`config.mk`:
```
export PLATFORM = sky130hd
export DESIGN_NAME = mem_port_arbiter
export DESIGN_NICKNAME = d
export VERILOG_FILES = /design/src/rtl/mem_port_arbiter_pkg.sv /design/src/rtl/mem_port_arbiter_rr_pick.sv /design/src/rtl/mem_port_arbiter.sv
export SDC_FILE = /design/constraint.sdc
export NUM_CORES = 1
export LEC_CHECK = 0
export ABC_AREA = 1
export CORE_AREA = 2 2 52 102
export CTS_CLUSTER_DIAMETER = 60
export CTS_CLUSTER_SIZE = 20
export DETAILED_ROUTE_END_ITERATION = 12
export DIE_AREA = 0 0 54 104
export HOLD_SLACK_MARGIN = 0.02
export PLACE_DENSITY = 0.89
export SETUP_SLACK_MARGIN = 0.4
export SYNTH_ARGS = -nofsm -noshare
export SYNTH_HDL_FRONTEND = slang
export SYNTH_HIERARCHICAL = 1
export SYNTH_SLANG_ARGS = --single-unit
```
`constraint.sdc`:
```
create_clock -name CLK -period 2.9 [get_ports CLK]
set_input_delay 0.58 -clock CLK [delete_from_list [all_inputs] [get_ports CLK]]
set_output_delay 0.58 -clock CLK [all_outputs]
set_load 0.1 [all_outputs]
```
`src/rtl/mem_port_arbiter_pkg.sv`:
```
// Shared definitions for the three-port memory arbiter: FSM states, requester
// indices and the one-hot to index helper.
package mem_port_arbiter_pkg;

  localparam int unsigned NREQ = 3;

  localparam logic [1:0] REQ_CACHE = 2'd0;
  localparam logic [1:0] REQ_STORE = 2'd1;
  localparam logic [1:0] REQ_DEBUG = 2'd2;

  typedef enum logic {
    StIdle,
    StAccess
  } state_e;

  function automatic logic [1:0] onehot_to_idx(logic [NREQ-1:0] oh);
    logic [1:0] idx;
    idx = REQ_CACHE;
    if (oh[1]) idx = REQ_STORE;
    if (oh[2]) idx = REQ_DEBUG;
    return idx;
  endfunction

endpackage

```
`src/rtl/mem_port_arbiter_rr_pick.sv`:
```
// Combinational round-robin selector: searches upward from last_winner+1
// (mod 3) and returns the first requesting index as a one-hot vector.
module rr_pick
  import mem_port_arbiter_pkg::*;
(
  input  logic [NREQ-1:0] req,
  input  logic [1:0]      last_winner,
  output logic [NREQ-1:0] pick
);

  logic [NREQ-1:0] rot;
  logic [NREQ-1:0] sel;

  // rot[0] is always the highest-priority candidate for this round.
  always_comb begin
    rot = req;
    case (last_winner)
      REQ_CACHE: rot = {req[0], req[2], req[1]};
      REQ_STORE: rot = {req[1], req[0], req[2]};
      default:   rot = req;
    endcase
  end

  always_comb begin
    sel = '0;
    if (rot[0])      sel = 3'b001;
    else if (rot[1]) sel = 3'b010;
    else if (rot[2]) sel = 3'b100;
  end

  always_comb begin
    pick = sel;
    case (last_winner)
      REQ_CACHE: pick = {sel[1], sel[0], sel[2]};
      REQ_STORE: pick = {sel[0], sel[2], sel[1]};
      default:   pick = sel;
    endcase
  end

endmodule

```
`src/rtl/mem_port_arbiter.sv`:
```
// Round-robin arbiter sharing one single-ported memory between the cache
// refill, store and debug paths; reads take LAT cycles, writes one.
module mem_port_arbiter
  import mem_port_arbiter_pkg::*;
#(
  parameter int N   = 8,
  parameter int LAT = 1
) (
  input  logic            CLK,
  input  logic            RESET,
  input  logic [2:0]      req,
  input  logic [2:0]      req_we,
  input  logic [3*N-1:0]  req_addr,
  input  logic [3*N-1:0]  req_wd,
  output logic [2:0]      gnt,
  output logic [2:0]      rvalid,
  output logic [N-1:0]    rdata,
  output logic [N-1:0]    A,
  output logic [N-1:0]    WD,
  output logic            WE,
  input  logic [N-1:0]    RD,
  output logic            busy
);

  if (LAT < 1 || LAT > 4) begin : g_bad_lat
    $error("LAT must be in 1..4");
  end

  state_e          state;
  logic [1:0]      last_winner;
  logic [1:0]      cnt;
  logic [NREQ-1:0] pick;
  logic [NREQ-1:0] cur;
  logic            cur_we;
  logic [1:0]      win;
  logic [N-1:0]    sel_addr;
  logic [N-1:0]    sel_wd;

  rr_pick u_rr_pick (
    .req         (req),
    .last_winner (last_winner),
    .pick        (pick)
  );

  always_comb begin
    win      = onehot_to_idx(pick);
    sel_addr = req_addr[N-1:0];
    sel_wd   = req_wd[N-1:0];
    case (win)
      REQ_STORE: begin
        sel_addr = req_addr[2*N-1:N];
        sel_wd   = req_wd[2*N-1:N];
      end
      REQ_DEBUG: begin
        sel_addr = req_addr[3*N-1:2*N];
        sel_wd   = req_wd[3*N-1:2*N];
      end
      default: ;
    endcase
  end

  assign busy = (state != StIdle) || (|req);

  always_ff @(posedge CLK) begin
    if (RESET) begin
      state       <= StIdle;
      last_winner <= REQ_DEBUG;
      gnt         <= '0;
      rvalid      <= '0;
      rdata       <= '0;
      A           <= '0;
      WD          <= '0;
      WE          <= 1'b0;
      cur         <= '0;
      cur_we      <= 1'b0;
      cnt         <= '0;
    end else begin
      gnt    <= '0;
      rvalid <= '0;
      WE     <= 1'b0;
      case (state)
        StIdle: begin
          if (|req) begin
            gnt         <= pick;
            last_winner <= win;
            A           <= sel_addr;
            WD          <= sel_wd;
            WE          <= req_we[win];
            cur         <= pick;
            cur_we      <= req_we[win];
            cnt         <= '0;
            state       <= StAccess;
          end
        end
        StAccess: begin
          if (cur_we) begin
            state <= StIdle;
          end else if (cnt == 2'(LAT - 1)) begin
            rdata  <= RD;
            rvalid <= cur;
            state  <= StIdle;
          end else begin
            cnt <= cnt + 2'd1;
          end
        end
        default: state <= StIdle;
      endcase
    end
  end

endmodule

```
==> flow_summary.toml <==
[sta]
min_period_ps = 2320
max_freq_mhz = 432
tightest_slew_ps = 593
setup_tns_ps = 0
slew_headroom = 0.603
hold_viol_final = 0
rsz0062_at_grt = "no"
clock-skew-final_ps = 7.94
finalMaxSlewViolations = 0
period_share = 0.799
setup_viol = 0
layout_setup_ws_ps = 583

[clock_tree]
clk_path_buf_depth = 2
clock_latency_ps = 290
cts_setup_buffers = 0
cts_sinks = 40
htreeDepth = 2
cts_buffers = 5
clkTransAtPathRegs_ps = 80
hold_buffers = 0
cts_tree = "done"
clockRootBuffer = "clkbuf_8"
post_cts_resized = 0

[critical_path]
r2r_cells = 12
cp-start-kind = "input port"
cp_slowest_cell = "clkdlybuf4s50_1"
slowest_delay_ps = 480
path_class = "input port to output pin"
crit_chain = "clkdlybuf4s50_1 -> nor2_1 -> nand3_1 -> buf_12"
arrival_ps = 1740
r2r_end = "A[1]"
end_kind = "output pin"
required_ps = 2320
r2r-start = "last_winner[1]"
cp_max_fo = 4
r2r_setup_slack_ps = 960

[detailed_routing]
drt-total-wl_um = 5480
drt-wirelength-per-cell_um = 11.8
dr.pass1.iters = 4
ant_nets = 0
initialDrtViolationCount = 37
vias = 2208
drc = 0
viasPerCell = 4.74

[cells_and_area]
antennaDiodeCount = 0
layout.nets = 473
final_core_util = 0.619
final_cell_mix = "nand2_1 (94), clkdlybuf4s50_1 (63), nor2_1 (59)"
drive_above_1_share = 0.130
synthToLayoutAreaGrowth_pct = 46.9
fill_cells = 470
final_common_cell = "nand2_1"
final_area_sq_um = 3010

[grt]
grt_start_max_net_pins = 36
overflow = 0
grtUsageTotal = 0.206
grt_pass1_wl_um = 8940
grt_pass1_vias = 2101
antenna_found_initial = 0

[floorplanning]
ioPinCount = 96
fp.dieArea_sq_um = 5620
rows = 36
die_h_um = 104
start_util = 0.421
coreArea_sq_um = 4860
dieWidth_um = 54

[run_status]
outcome = "complete, no violations"

[power]
power.share.switching = 0.470
power.clock.fraction = 0.180
peakVddDrop_uv = 513
p_sw_uw = 987
finalPower_mw = 2.10
power_density_nw_per_um2 = 698
pwr-share-comb = 0.499
p_leak_nw = 1.46
seqPwrFrac = 0.321
p_int_mw = 1.11

[worst_hold_path]
worstHoldPathCells = 2
hp-class = "register to register"
min_to = "rvalid[2]"
holdCritStartpoint = "cur[2]"

[placement]
gp_congestion = 0.784
dp_hpwl_um = 4300
post-place-ws_ps = 418
placed_area_sq_um = 2920
port_buffers = 95

[synth]
ys.warnings.count = 6
synth_area_leaders = "dfxtp_1 (39%), nand2_1 (17%), nand3_1 (12%)"
synth_top_area_cell = "dfxtp_1"
synth_cells = 314
ys_seq_area_frac = 0.391
syn_nets = 379
ys_types = 23
yosys.area.top_type_share = 0.391
syn_area_sq_um = 2050
avgSynthCellArea_sq_um = 6.52
ys_ff_latch = 40

[job]
maxCapViolCount = 0
-- cell usage after synthesis, drive strengths merged --
cell type,n
dfxtp,40
nor2,63
o2111ai,1
clkinv,1
inv,32
a21oi,5
buf,10
ha,1
o21ai,9
nand3,53
nand2,95
clkbuf,4
-- critical path: cells and delay by family --
kind / cells / cell delay [ps]
and+or+nand+nor: 2 / 410
buffers and inverters: 2 / 740
-- area by class of cell --
class	count	area (sq um)	area share
Sequential cell	40	801	0.266
Inverter	33	124	0.0412
Multi-Input combinational cell	227	991	0.329
Clock inverter	1	7.51	0.00249
Timing Repair Buffer	101	928	0.309
Clock buffer	7	86.3	0.0287
Tap cell	57	71.3	0.0237
-- metal layers --
metal / track usage / up-vias / wire length [um]
li1: - / 1160 / -
met1: 0.218 / 957 / 1990
met2: 0.370 / 81 / 3030
met3: 0.0330 / 10 / 319
met4: 0.0911 / 0 / 147
met5: 0 / - / 0
-- worst max path at each step --
stage	start	slack [ps]	end
2_1_floorplan	req[1]	830	busy
3_3_place_gp	req[1]	480	WD[0]
3_5_place_dp	req[1]	420	A[1]
4_1_cts	req[1]	590	busy
5_1_grt	req[1]	500	busy
6_report	req[1]	580	busy
-- cells by family (layout without fill, tap and decap cells) --
| kind of cell | Yosys count | after routing | share of synthesized area |
|---|---|---|---|
| AO/OA/AOI/OAI | 15 | 15 | 0.0385 |
| adder cells (fa/ha/maj) | 1 | 1 | 0.00611 |
| buffers and inverters | 47 | 142 | 0.125 |
| flip-flops | 40 | 40 | 0.391 |
| AND/OR/NAND/NOR | 211 | 211 | 0.439 |
-- sequential cells by signal, indices dropped and copies added, names as in the netlist --
signal / count
cnt: 2
WE: 1
cur_we: 1
rdata: 8
last_winner: 2
A: 8
WD: 8
rvalid: 3
state: 1
gnt: 3
cur: 3
-- power by group through the flow --
stage / combinational (mW) / sequential [mW] / clock [mW]
final: 1.05 / 0.675 / 0.378
after global routing: 1.13 / 0.684 / 0.407
after CTS: 1.06 / 0.675 / 0.383
after detailed placement: 1.05 / 0.687 / 0
after global placement: 1.03 / 0.684 / 0
after floorplan: 0.394 / 1.11 / 0
-- stage by stage --
stage / hold slack, ps / instances
3_5_place_dp: 437 / 458
2_1_floorplan: 424 / 314
4_1_cts: 455 / 466
5_1_grt: 473 / 466
6_report: 453 / 466
3_3_place_gp: 431 / 458
No activity file was read; power rests on OpenSTA's default activity.
==> patch 1: new RTL, same settings <==
Reset style: asynchronous (`RESET`), changed in one clocked block.
--- a/src/rtl/mem_port_arbiter.sv
+++ b/src/rtl/mem_port_arbiter.sv
@@ -61,7 +61,7 @@
 
   assign busy = (state != StIdle) || (|req);
 
-  always_ff @(posedge CLK) begin
+  always_ff @(posedge CLK or posedge RESET) begin
     if (RESET) begin
       state       <= StIdle;
       last_winner <= REQ_DEBUG;
Formal check against the unedited RTL: differs if RESET is asserted again (counterexample within 4 cycles, from zero or initial values and one cycle with RESET high); with RESET held inactive, the same outputs for 10 cycles.
==> patch 1 against the unedited design <==
Count of clock-buffer cells in the layout down 1; area after synthesis grew 6.4%; sequential share of layout area is 5.1 points higher; sequential cell count did not move; worst setup slack worse by 0.063 ns; routed wire length is 6.5% higher; design area is 5.2% higher.
Power is not shown: default switching activity piles up to over one toggle a cycle in this logic, so the estimate is an artifact.
==> patch 1: results (changes against the unedited design) <==
- Outcome: finished, final reports clean
- Met1 Resource Use GR: 0.247 (+0.0289)
- Met3 routed WL: 329 um (+3.1%)
- Post-DP HPWL: 4310 um (+0.37%)
- Synth top cells by count: nand2_1 (112), dfrtp_1 (39), nand3_1 (31), inv_1 (27), nand3_2 (18)
- Warnings, synthesis: 6 (unchanged)
- H-tree levels: 2 (unchanged)
- Via density: 5.02 (+5.9%)
- Met2 usage: 0.425 (+0.0549)
- Met3 Track Usage GR: 0.0445 (+0.0115)
- Antenna fix cells: 0 (unchanged)
- Max-slew headroom: 0.585 (-0.0183)
- Setup Buffers After CTS: 0 (unchanged)
- Async SR Flop Fraction: 1.00 (+1.00)
- Syn Nets: 338 (-11%)
- Fill count: 417 (-11%)
- Worst path arrival time: 2.57 ns (+0.83 ns)
- Register area share after synthesis: 0.460 (+0.0691)
- Total track usage: 0.234 (+0.0279)
- Clock skew: 0.00518 ns (-0.00276 ns)
- Met2 routed WL: 3340 um (+10%)
- Drt first pass iters: 4 (unchanged)
- Yosys cell types: 22 (-4.3%)
- Nets: 431 (-8.9%)
- Layout cells sized above 1: 0.188 (+0.0584)
- Vias in the first global route: 2,235 (+6.4%)
- Wire per inst: 13.8 um (+17%)
- TritonCTS buffer count: 5 (unchanged)
- Highest routed layer: met4
- Hold Path Class: flop to flop
- Worst Path Max Fanout: 21 (+17)
- 1st-iter DRT viols: 28 (-24%)
- Largest net degree at the start of global routing: 41 (+14%)
- Largest cells by area after synthesis: dfrtp_1 (45%), nand2_1 (19%), nand3_2 (8.3%)
- Post-synth top flop: dfrtp_1
- CP max stage delay: 0.54 ns (+0.06 ns)
- Global-route wire length before repair: 9900 um (+11%)
- M1 WL: 2000 um (+0.50%)
- Setup TNS: 0 ns (unchanged)
- Routability cong.: 0.845 (+7.7%)
- R2R setup slack: 0.65 ns (-0.31 ns)
- Root buffer cell: clkbuf_8
- CP max-delay cell: clkdlybuf4s50_1
patch 1: tightest hold or removal path: stages (launching register included):
cell and delay [ns]:
dfrtp_1 0.36, nand2_1 0.06, nand2_1 0.05
patch 1: repair_timing:
action,4_1_cts,5_1_grt
setup endpoints to repair,0,17
endpoints found under the hold margin,0,0
resized for setup,0,1
patch 1: final cells by class:
type,instances,area share
clock buffers,6,0.0229
clock inverters,2,0.0190
inverters,28,0.0344
multi-input cells,192,0.296
flip-flops and latches,40,0.317
well taps,57,0.0225
repair buffers,99,0.289
patch 1: kinds of logic after synthesis:
logic type                 synth area share
adders and majority gates           0.00574
AOI/OAI and AO/OA                    0.0379
and+or+nand+nor                       0.386
DFF                                   0.460
buffers and inverters                 0.110
patch 1: metrics by stage:
step / utilization / setup WS [ns] / cells / hold slack (ns) / instance area, sq um
after CTS: 0.650 / 0.561 / 424 / 0.492 / 3160
after global placement: 0.622 / 0.350 / 416 / 0.466 / 3030
after global routing: 0.650 / 0.295 / 424 / 0.514 / 3160
final: 0.650 / 0.520 / 424 / 0.491 / 3160
after detailed placement: 0.622 / 0.267 / 416 / 0.469 / 3030
after floorplan: - / 0.798 / 273 / 0.449 / 2180
patch 1: worst paths after layout:
| kind | from | to | cells after the start |
|---|---|---|---|
| min | A[0]$_DFFE_PP0P_ | A[0]$_DFFE_PP0P_ | 2 |
| max | req[1] | WD[7]$_DFFE_PP0P_ | 12 |
| min in group asynchronous | RESET | A[1]$_DFFE_PP0P_ | 3 |
| max in group asynchronous | RESET | last_winner[1]$_DFFE_PP1P_ | 3 |
| min reg2reg | A[0]$_DFFE_PP0P_ | A[0]$_DFFE_PP0P_ | 2 |
| max reg2reg | last_winner[1]$_DFFE_PP1P_ | WD[7]$_DFFE_PP0P_ | 11 |
==> patch 2: new RTL, same settings <==
Made on the original files. `N`: 8 -> 10.
--- a/src/rtl/mem_port_arbiter.sv
+++ b/src/rtl/mem_port_arbiter.sv
@@ -3,7 +3,7 @@
 module mem_port_arbiter
   import mem_port_arbiter_pkg::*;
 #(
-  parameter int N   = 8,
+  parameter int N   = 10,
   parameter int LAT = 1
 ) (
   input  logic            CLK,
Ports: changed (6 resized); port bits go from 96 to 116. No check against the original RTL was run, so the function may have changed too.
==> patch 2 against the unedited design <==
Routed wire length grew 20%; critical path type is now input pin to flop; sequential cell count rose by 6; total power grew 7.8%; global-route usage increased by 3.2 points; die area unchanged; largest cell class is now non-clock buffers; worst setup slack got worse by 0.029 ns; design area increased by 10%; clock power decreased by 1%; area after synthesis increased by 5.8%.
==> patch 2: results (changes against the unedited design) <==
- Outcome: finished, final reports clean
- Largest net degree at the start of global routing: 36 (unchanged)
- Post-place setup slack: 0.263 ns (-0.155 ns)
- Nets: 509 (+7.6%)
- Cell leakage power: 1.59 nW (+9.4%)
- Skew-Pair Late Insertion Delay: 0.30 ns
- Post-DP HPWL: 4790 um (+11%)
- Top Registers: A x10, WD x10, rdata x10
- Final setup viols: 0 (unchanged)
- 1st-iter DRT viols: 62 (+68%)
- Global-route wire length before repair: 10,200 um (+14%)
- PortBufs: 115 (+21%)
- Net Sw Power: 1.08 mW (+9.8%)
- CTS max path bufs: 2 (unchanged)
- Compound-cell area share of the yosys netlist: 0.0468 (+0.00828)
- Gate power share: 0.499 (about the same)
- Vias in the first global route: 2,427 (+16%)
- Post-synth top flop: dfxtp_1
- Initial antenna violation count: 0 (unchanged)
- Setup crit end: A[6]$_SDFFE_PP0P_
- M1 WL: 2180 um (+9.7%)
- Met3 routed WL: 282 um (-12%)
- Hold path startpoint: cur[0]$_SDFFE_PP0P_
- Max-slew headroom: 0.621 (+0.0179)
- CP max-delay cell: clkdlybuf4s50_1
- XOR/XNOR share of the synthesized area: 0 (unchanged)
- Fmax: 0.426 GHz (-1.2%)
- Post-Synth Adder-Cell Area: 0.00577 (-0.000335)
- H-tree levels: 2 (unchanged)
- Layout cells sized above 1: 0.151 (+0.0216)
- Sequential group power: 0.761 mW (+13%)
- Final Hold Viols: 0 (unchanged)
- Crit path launch: req[0]
- Syn Nets: 399 (+5.3%)
- Wire per inst: 13.5 um (+15%)
- Crit path max-delay family: simple AND/OR/NAND/NOR gates
- Hold Path Class: flop to flop
- R2R depth: 12 (unchanged)
- Hold EP: rvalid[0]$_SDFF_PP0_
- Worst Path Max Fanout: 11 (+7)
- Yosys cell types: 21 (-8.7%)
- Synth top cells by count: nand2_1 (124), nand3_1 (53), dfxtp_1 (46), nor2_1 (27), inv_1 (19)
- Worst path arrival time: 2.59 ns (+0.85 ns)
- Largest cells by area after synthesis: dfxtp_1 (42%), nand2_1 (21%), nand3_1 (12%)
- Total track usage: 0.238 (+0.0318)
- Routability cong.: 0.877 (+12%)
- Clock skew: 0.00498 ns (-0.00296 ns)
- Main combinational cell family by area after synthesis: simple AND/OR/NAND/NOR gates
- CP max stage delay: 0.55 ns (+0.07 ns)
- Sw frac: 0.478 (+0.00852)
- Met2 routed WL: 3780 um (+25%)
- Register area share after synthesis: 0.425 (+0.0340)
- R2R setup slack: 0.80 ns (-0.16 ns)
- Via density: 5.02 (+5.9%)
- Maximum vdd ir drop: 0.000549 V (+6.9%)
-- patch 2: cell count changes after synthesis, sizes merged, moves of 2 or more --
cell and change:
a21oi -2, buf +5, clkbuf -3, dfxtp +6
inv -9, nand2 +33, nand3 +2, nor2 -31
o21ai +5
-- patch 2: stage by stage --
stage / util / instances / hold slack (ns) / instance area, sq um
after floorplan: - / 320 / 0.407 / 2170
after global placement: 0.657 / 477 / 0.415 / 3200
after detailed placement: 0.657 / 477 / 0.431 / 3200
after CTS: 0.673 / 484 / 0.444 / 3280
after global routing: 0.682 / 487 / 0.466 / 3320
final: 0.682 / 487 / 0.439 / 3320
-- patch 2: per-layer routing --
metal	global-route usage	vias up
met5	0	-
met1	0.226	1110
li1	-	1224
met4	0.127	0
met3	0.0402	24
met2	0.441	85
-- patch 2: layout make-up --
cell class	instances	area, sq um
clock inverter	2	10.0
inverter	23	86.3
clock buffer	5	68.8
fill	423	1550
multi-input combinational	237	1060
timing repair buffer	117	1100
sequential	46	921
tap	57	71.3
